**config.mk**
```make
export PLATFORM = sky130hd
export DESIGN_NAME = systolic_setup_controller
export DESIGN_NICKNAME = d
export VERILOG_FILES = /design/src/rtl/systolic_setup_controller.sv
export SDC_FILE = /design/constraint.sdc
export NUM_CORES = 1
export LEC_CHECK = 0
export CORE_AREA = 2 2 72 74
export CTS_BUF_LIST = sky130_fd_sc_hd__clkbuf_4 sky130_fd_sc_hd__clkbuf_8
export DETAILED_ROUTE_END_ITERATION = 12
export DIE_AREA = 0 0 74 76
export GPL_ROUTABILITY_DRIVEN = 0
export GPL_TIMING_DRIVEN = 0
export PLACE_DENSITY = 0.8
export SLEW_MARGIN = 20
export SYNTH_ARGS = -nofsm -noshare
export SYNTH_HDL_FRONTEND = slang
export SYNTH_SLANG_ARGS = --single-unit
export TNS_END_PERCENT = 5
```
**constraint.sdc**
```tcl
create_clock -name CLK -period 2 [get_ports CLK]
set_input_delay 0.4 -clock CLK [delete_from_list [all_inputs] [get_ports CLK]]
set_output_delay 0.4 -clock CLK [all_outputs]
set_load 0.005 [all_outputs]
```
**src/rtl/systolic_setup_controller.sv**
```systemverilog
// Sequences one operand-streaming pass (clear, stream K_LEN vectors, zero-flush, done) through the
// skew shift-register banks feeding the systolic array. Define STALL_COUNT_EN to add the STALL_CNT output.
module systolic_setup_controller #(
  parameter int unsigned ARRAY_SIZE = 4,
  parameter int unsigned K_WIDTH    = 16
) (
  input  logic               CLK,
  input  logic               ASYNC_RST,
  input  logic               START,
  input  logic [K_WIDTH-1:0] K_LEN,
  input  logic               ABORT,
  input  logic               SRC_VALID,
  output logic               SRC_READY,
  output logic               SR_EN,
  output logic               SR_SYNC_RST,
  output logic               FEED_ZERO,
  output logic               BUSY,
  output logic               DONE
`ifdef STALL_COUNT_EN
  ,
  output logic [K_WIDTH-1:0] STALL_CNT
`endif
);

  localparam int unsigned FLUSH_LEN = 2 * ARRAY_SIZE - 2;
  localparam int unsigned FW        = (FLUSH_LEN > 1) ? $clog2(FLUSH_LEN) : 1;
  localparam logic [FW-1:0] FLUSH_LAST = FW'((FLUSH_LEN > 0) ? FLUSH_LEN - 1 : 0);

  typedef enum logic [2:0] {
    IDLE,
    CLEAR,
    STREAM,
    FLUSH,
    DONE_S
  } state_e;

  state_e             state_q, state_d;
  logic [K_WIDTH-1:0] k_reg_q, k_reg_d;
  logic [K_WIDTH-1:0] beat_cnt_q, beat_cnt_d;
  logic [FW-1:0]      flush_cnt_q, flush_cnt_d;

  logic ready_q, ready_d;
  logic clear_q, clear_d;
  logic feed_zero_q, feed_zero_d;
  logic busy_q, busy_d;
  logic done_q, done_d;
  logic kill;

  // Output flags are decoded from the next state so they line up with the state they describe.
  always_comb begin
    state_d     = state_q;
    k_reg_d     = k_reg_q;
    beat_cnt_d  = beat_cnt_q;
    flush_cnt_d = flush_cnt_q;

    unique case (state_q)
      IDLE: begin
        if (START) begin
          k_reg_d    = K_LEN;
          beat_cnt_d = '0;
          state_d    = CLEAR;
        end
      end
      CLEAR: begin
        flush_cnt_d = '0;
        state_d     = (k_reg_q != '0) ? STREAM : DONE_S;
      end
      STREAM: begin
        if (SRC_VALID) begin
          beat_cnt_d = beat_cnt_q + K_WIDTH'(1);
          if (beat_cnt_q == k_reg_q - K_WIDTH'(1)) begin
            flush_cnt_d = '0;
            state_d     = (ARRAY_SIZE > 1) ? FLUSH : DONE_S;
          end
        end
      end
      FLUSH: begin
        flush_cnt_d = flush_cnt_q + FW'(1);
        if (flush_cnt_q == FLUSH_LAST) begin
          state_d = DONE_S;
        end
      end
      DONE_S: begin
        state_d = IDLE;
      end
      default: begin
        state_d = IDLE;
      end
    endcase

    if (kill) begin
      state_d = IDLE;
    end

    ready_d     = (state_d == STREAM);
    clear_d     = (state_d == CLEAR);
    feed_zero_d = (state_d == FLUSH);
    busy_d      = (state_d != IDLE);
    done_d      = (state_d == DONE_S);
  end

  always_ff @(posedge CLK or posedge ASYNC_RST) begin
    if (ASYNC_RST) begin
      state_q     <= IDLE;
      k_reg_q     <= '0;
      beat_cnt_q  <= '0;
      flush_cnt_q <= '0;
      ready_q     <= 1'b0;
      clear_q     <= 1'b0;
      feed_zero_q <= 1'b0;
      busy_q      <= 1'b0;
      done_q      <= 1'b0;
    end else begin
      state_q     <= state_d;
      k_reg_q     <= k_reg_d;
      beat_cnt_q  <= beat_cnt_d;
      flush_cnt_q <= flush_cnt_d;
      ready_q     <= ready_d;
      clear_q     <= clear_d;
      feed_zero_q <= feed_zero_d;
      busy_q      <= busy_d;
      done_q      <= done_d;
    end
  end

  // Abort is honoured only in CLEAR/STREAM/FLUSH and clears the chains on that same cycle.
  assign kill        = ABORT & (clear_q | ready_q | feed_zero_q);
  assign SRC_READY   = ready_q;
  assign SR_EN       = clear_q | feed_zero_q | kill | (ready_q & SRC_VALID);
  assign SR_SYNC_RST = clear_q | kill;
  assign FEED_ZERO   = feed_zero_q;
  assign BUSY        = busy_q;
  assign DONE        = done_q;

`ifdef STALL_COUNT_EN
  logic [K_WIDTH-1:0] stall_cnt_q, stall_cnt_d;

  always_comb begin
    stall_cnt_d = stall_cnt_q;
    if (state_q == IDLE && START) begin
      stall_cnt_d = '0;
    end else if (state_q == STREAM && !SRC_VALID && stall_cnt_q != '1) begin
      stall_cnt_d = stall_cnt_q + K_WIDTH'(1);
    end
  end

  always_ff @(posedge CLK or posedge ASYNC_RST) begin
    if (ASYNC_RST) begin
      stall_cnt_q <= '0;
    end else begin
      stall_cnt_q <= stall_cnt_d;
    end
  end

  assign STALL_CNT = stall_cnt_q;
`endif

endmodule

```
==> results of run 1 <==
==> final timing paths <==
path	start	to	slack [ns]	depth (start not counted)
worst max-delay path	k_reg_q[6]	SRC_READY	-0.37	8
worst min-delay path	ASYNC_RST	beat_cnt_q[7]	0.43	2
worst max register to register	k_reg_q[6]	SRC_READY	-0.37	8
worst min register to register	flush_cnt_q[0]	flush_cnt_q[0]	0.54	1
max in group asynchronous	ASYNC_RST	beat_cnt_q[1]	1.08	3
min in group CLK	flush_cnt_q[0]	flush_cnt_q[0]	0.54	1
==> power groups by stage <==
stage	combinational, mW	clock [mW]	sequential [mW]
floorplan	1.26	0	1.39
global placement	1.62	0	1.45
detailed placement	1.68	0	1.47
CTS	1.90	0.575	1.43
global route	2.12	0.623	1.52
finish	1.93	0.575	1.49
==> worst max-delay path: cells and delay by family (launching register included) <==
family	cells	cell delay, ns
buffers and inverters	1	0.18
and+or+nand+nor	5	1.24
xor gates and xnor gates	1	0.18
AOI/OAI and AO/OA	1	0.20
DFF	1	0.46
==> cells in the mapped netlist, types with 2 or more instances <==
cell type and instances:
a21oi_1 9, nor4_1 4, xor2_1 15, ha_1 4, nand4_1 3, o31ai_1 3
nor4_4 2, nor2b_1 2, nand3_1 10, nand2b_1 4, o21ai_0 13, dfrtp_1 43
or3_1 5, and3_2 2, clkbuf_1 6, nor4b_1 2, and3_1 7, nand2_1 18
or4_1 2, nor3_1 9, a41oi_1 3, buf_1 3, a31oi_1 2, mux2i_1 2
inv_1 9, xnor2_1 15, mux2_2 12, a211oi_1 3, nor2_1 25
==> flip-flops by register name, summed over array words and instances, names as in the netlist <==
register,count
DONE,1
flush_cnt_q,3
SRC_READY,1
k_reg_q,16
state_q,3
clear_q,1
beat_cnt_q,16
FEED_ZERO,1
BUSY,1
==> repair_timing <==
action	CTS	global route
gates cloned	0	0
buffers inserted	9	0
gates resized for setup	13	11
setup endpoints to repair	31	34
pin swaps	11	6
==> area by class of cell <==
cell class              count  area [um^2]
repair buffers             36          363
multi-input cells         195         1440
clock inverters             2         12.5
flip-flops and latches     43         1080
fillers                   384         1760
well taps                  70         87.6
inverters                   9         33.8
plain buffers              11         66.3
clock buffers               6         76.3
==> kinds of logic (layout without fill, tap and decap cells) <==
logic type	after synthesis	after routing	synth area share [%]
AND/OR/NAND/NOR	103	103	22.9
XOR/XNOR	30	30	10.5
buffers and inverters	21	64	3.65
flip-flops	43	43	43.0
AO/OA/AOI/OAI	44	44	11.7
multiplexers	14	14	6.20
adder cells (fa/ha/maj)	4	4	2.00
==> layer usage <==
metal / track usage (%) / up-vias / wire length, um
met4: 6.36 / 0 / 113
met3: 6.22 / 12 / 249
li1: - / 997 / -
met1: 27.9 / 1029 / 2500
met5: 0 / - / 0
met2: 35.4 / 52 / 2820
==> through the flow <==
stage	hold slack (ns)	utilization [%]	instance area (um^2)	TNS, ns	worst slack [ns]
after floorplan	0.498	-	2540	-0.817	-0.147
after global placement	0.519	58.7	2880	-25.75	-0.519
after detailed placement	0.531	59.3	2910	-13.96	-0.560
after CTS	0.452	63.3	3110	-3.68	-0.414
after global routing	0.462	64.3	3160	-4.89	-0.441
final	0.435	64.3	3160	-2.56	-0.368
==> reports/results.ini, run 1 <==
[setup_path]
critPathCaptureType = flop
critPathKind = reg -> reg
worst_ep_required_time_ns = 2.20
start_kind = flop
cp_slowest_stage_delay_ns = 0.46
cp_cell_sequence = nor4_4 > nand4_1 > xnor2_1 > nor4_2 > nand3_1 > buf_4 > o21a_1 > and2_1
cp_slowest_cell = dfrtp_2
arrival_ns = 2.57
crit_path_max_fanout = 4

[run_status]
failed_checks = negative setup slack
status = finished, violations left

[finish]
final_cells = 372
final_nets = 326
syn2layout_area_growth_pct = 26.1
antennaDiodeCount = 0
final_common_cell = dfrtp_1
layout_common_cells = dfrtp_1, nor2_1, clkdlybuf4s50_1
drive_gt1_share_pct = 21.9

[sta]
slew_viol_final = 0
worstMarginPinSlew_ns = 0.504
finalSetupViolations = 16
fin_ws_ns = -0.368
slew_headroom_pct = 66.4
hold_violations = 0
max_freq_ghz = 0.422
rsz0062_at_grt = true
fin_crit_sh_pct = 118
fin_skew_ns = 0.00947
period_minus_slack_ns = 2.37

[logic_synthesis]
ys.flop_type = dfrtp_1
ys_async_sr_fraction_pct = 100
ys_ff_latch = 43
synth_edf_count = 0
syn_area_per_cell_um2 = 9.67
synth.net_count = 284
synth_top_cell_by_area = dfrtp_1
synthCells = 259
ys_seq_area_share_pct = 43.0
synth_area_um2 = 2500
synth_top_area_share_pct = 43.0
ys_types = 51
synthTopCellsByArea = dfrtp_1, mux2_2, xnor2_1, xor2_1, nor2_1
yosys_warnings = 0

[floorplanning]
rows = 26
start_util_pct = 51.0
io_pins = 27
core_area_um2 = 4910
die_area_um2 = 5620
dieHeight_um = 76
die_x_um = 74

[pwr]
total_power_mw = 3.99
clkPwrFrac_pct = 14.4
switchingPower_mw = 1.64
p_sw_share_pct = 41.1
seqPwrFrac_pct = 37.3
p_per_area_nw_per_um2 = 1270
p_leak_nw = 1.31
peakVddDrop_v = 0.000834
pwr-share-comb_pct = 48.3
p_int_mw = 2.35

[detailed_routing]
drt-total-wl_um = 5690
drcViolationCount = 0
dr.pass1.iters = 4
wl_per_cell_um = 15.3
vias = 2090
drtAntennaViolNets = 0
drt_iter0_drc = 116
viasPerCell = 5.62

[placement]
post-dp-hpwl_um = 3970
dp.cells = 356
io_buffers = 26

[global_route]
grt_pass1_wl_um = 9520
grt_max_degree = 23
grtUsageTotal_pct = 21.8
grt_pass1_vias = 2033
antenna_found_initial = 0
gr-total-overflow = 0

[clocking]
clock-sinks = 43
cts_root_buf = clkbuf_8
htreeDepth = 2
clk_pin_slew_ns = 0.09
clockBufferDepth = 2
cts_tree = yes
clock_latency_ns = 0.31
cts_buffers = 5
cts_hold_buffers = 0

[hold_path]
hold_class = in -> async

[flow_run]
max_cap_viol_count = 0

No activity file was read; power rests on OpenSTA's default activity.
==> run 2, diff against run 1 <==
- CTS_CLUSTER_SIZE: not set -> 10
==> results of run 2 <==
The final DEF is identical to that of run 1; final timing and power are the same.
==> run 3, diff against run 2 <==
- CELL_PAD_IN_SITES_DETAIL_PLACEMENT: not set -> 1
- CELL_PAD_IN_SITES_GLOBAL_PLACEMENT: not set -> 2
- CORE_AREA: 2 2 72 74 -> 2 2 91 93
- DIE_AREA: 0 0 74 76 -> 0 0 93 95
- PLACE_DENSITY: 0.8 -> 0.78
==> reports/results.ini, run 3 (synthesis results as in run 1) <==
[run_status]
status = finished, violations left
failed_checks = negative setup slack

[finish]
final_common_cell = dfrtp_1
syn2layout_area_growth_pct = 30.2
drive_gt1_share_pct = 23.7  ; +1.8 points
reg.largest.list = beat_cnt_q: 16 flops, k_reg_q: 16 flops
antennaDiodeCount = 0  ; unchanged
layout_common_cells = dfrtp_1, clkdlybuf4s50_1, nor2_1
design_area_um2 = 3260  ; +3.3%
final_nets = 332  ; +1.8%

[global_route]
grtUsageTotal_pct = 16.1  ; -5.7 points
grt_pass1_wl_um = 11000  ; +16%
grt_pass1_vias = 2223  ; +9.3%
grt_max_degree = 25  ; +8.7%
gr-total-overflow = 0  ; unchanged
antenna_found_initial = 0  ; unchanged

[placement]
io_buffers = 26  ; unchanged
post-dp-hpwl_um = 4690  ; +18%
post-place-ws_ns = -0.724  ; -0.164 ns
place_area_um2 = 2950  ; +1.2%

[floorplanning]
io_pins = 27  ; unchanged
rows = 33  ; +27%
core_area_um2 = 7930  ; +61%
dieHeight_um = 95  ; +25%
start_util_pct = 31.6  ; -19 points
die_area_um2 = 8840  ; +57%
die_x_um = 93  ; +26%

[sta]
max_freq_ghz = 0.418  ; -1.1%
fin_crit_sh_pct = 120  ; +1.3 points
fin_skew_ns = 0.0102  ; +0.000772 ns
slew_viol_final = 0  ; unchanged
fin_ws_ns = -0.394  ; -0.0261 ns
finalSetupViolations = 17  ; +1
worstMarginPinSlew_ns = 0.518  ; +0.0144 ns
slew_headroom_pct = 65.5  ; -0.91 points
period_minus_slack_ns = 2.39  ; +0.0261 ns
holdWs_ns = 0.434  ; -0.000818 ns
hold_violations = 0  ; unchanged
rsz0062_at_grt = true

[detailed_routing]
drt-total-wl_um = 6600  ; +16%
vias = 2094  ; +0.19%
drtAntennaViolNets = 0  ; unchanged
wl_per_cell_um = 16.0  ; +4.6%
drt_iter0_drc = 46  ; -60%
dr.pass1.iters = 4  ; unchanged
drcViolationCount = 0  ; unchanged
viasPerCell = 5.07  ; -9.8%

[setup_path]
worst_ep_required_time_ns = 2.20  ; about the same
crit_path_max_fanout = 5  ; +1
start_kind = flop
cp_cell_sequence = nor4_4 > buf_4 > nand4_1 > xnor2_1 > nor4_2 > nand3_1 > buf_4 > o21a_1 > and2_1
crit_top_cell = buf_4
arrival_ns = 2.59  ; +0.02 ns
cp_slowest_stage_delay_ns = 0.46  ; about the same
critPathCaptureType = flop
cp_slowest_cell = dfrtp_2
critPathKind = reg -> reg

[pwr]
total_power_mw = 4.21  ; +5.5%
p_per_area_nw_per_um2 = 1290  ; +2.1%
pwr-share-comb_pct = 47.8  ; -0.5 points
switchingPower_mw = 1.67  ; +1.8%
p_sw_share_pct = 39.6  ; -1.4 points
p_int_mw = 2.54  ; +8.1%
clkPwrFrac_pct = 17.0  ; +2.6 points
seqPwrFrac_pct = 35.3  ; -2.0 points
p_leak_nw = 1.34  ; +2.0%
peakVddDrop_v = 0.000488  ; -42%

[clocking]
cts_root_buf = clkbuf_8
clock_latency_ns = 0.30  ; about the same
cts_buffers = 5  ; unchanged
htreeDepth = 2  ; unchanged
clk_pin_slew_ns = 0.09  ; about the same
cts_tree = yes
clockBufferDepth = 2  ; unchanged
clock-sinks = 43  ; unchanged

[flow_run]
max_cap_viol_count = 0  ; unchanged

[hold_path]
hold_class = in -> async

==> run 3: final timing paths <==
| kind | cells after the start | end | startpoint | slack, ns |
|---|---|---|---|---|
| setup reg to reg | 9 | SRC_READY | k_reg_q[2] | -0.39 |
| hold reg to reg | 1 | flush_cnt_q[0] | flush_cnt_q[0] | 0.56 |
| max in group asynchronous | 3 | k_reg_q[7] | ASYNC_RST | 1.05 |
| hold / removal | 2 | flush_cnt_q[2] | ASYNC_RST | 0.43 |
| min in group CLK | 1 | flush_cnt_q[0] | flush_cnt_q[0] | 0.56 |
| setup / recovery | 9 | SRC_READY | k_reg_q[2] | -0.39 |
==> run 3: timing repair <==
item                                   in CTS  in global routing
gates resized for setup                    19                  6
buffers inserted                           11                  4
setup endpoints to repair                  33                 23
pin swaps                                  12                  6
endpoints found under the hold margin       0                  0
hold buffers                                0                  0
==> run 3: power groups by stage <==
stage / registers [mW] / logic, mW / clock network (mW)
6_report: 1.49 / 2.01 / 0.715
2_1_floorplan: 1.39 / 1.26 / 0
3_5_place_dp: 1.48 / 1.74 / 0
3_3_place_gp: 1.46 / 1.69 / 0
5_1_grt: 1.53 / 2.23 / 0.770
4_1_cts: 1.48 / 1.95 / 0.735
==> run 3: routing by layer <==
metal | up-vias | share of wire (%) | GRT usage [%]
met5 | - | 0 | 0
met4 | 0 | 1.2 | 4.17
met3 | 7 | 3.3 | 2.63
met2 | 30 | 50 | 29.0
met1 | 1045 | 45 | 19.9
li1 | 1012 | - | -
==> run 3: stage by stage <==
step / setup TNS, ns / util [%] / std cells
after floorplan: -0.817 / - / 259
after global placement: -34.66 / 36.9 / 390
after detailed placement: -17.65 / 37.2 / 391
after CTS: -3.59 / 40.5 / 409
after global routing: -5.16 / 41.1 / 413
final: -2.91 / 41.1 / 413
==> run 3: final cells by class <==
class	instances	area (um^2)
tap	105	131
inverter	9	33.8
buffer	11	67.6
multi-input combinational	195	1440
sequential	43	1080
timing repair buffer	42	392
fill	922	4670
clock buffer	6	82.6
clock inverter	2	35.0
==> run 3: worst max-delay path, delay by kind of cell, from the launching register on <==
kind / cells / cell delay, ns
AOI/OAI and AO/OA: 1 / 0.21
xor gates and xnor gates: 1 / 0.17
buffers and inverters: 2 / 0.36
DFF: 1 / 0.46
and+or+nand+nor: 5 / 1.08
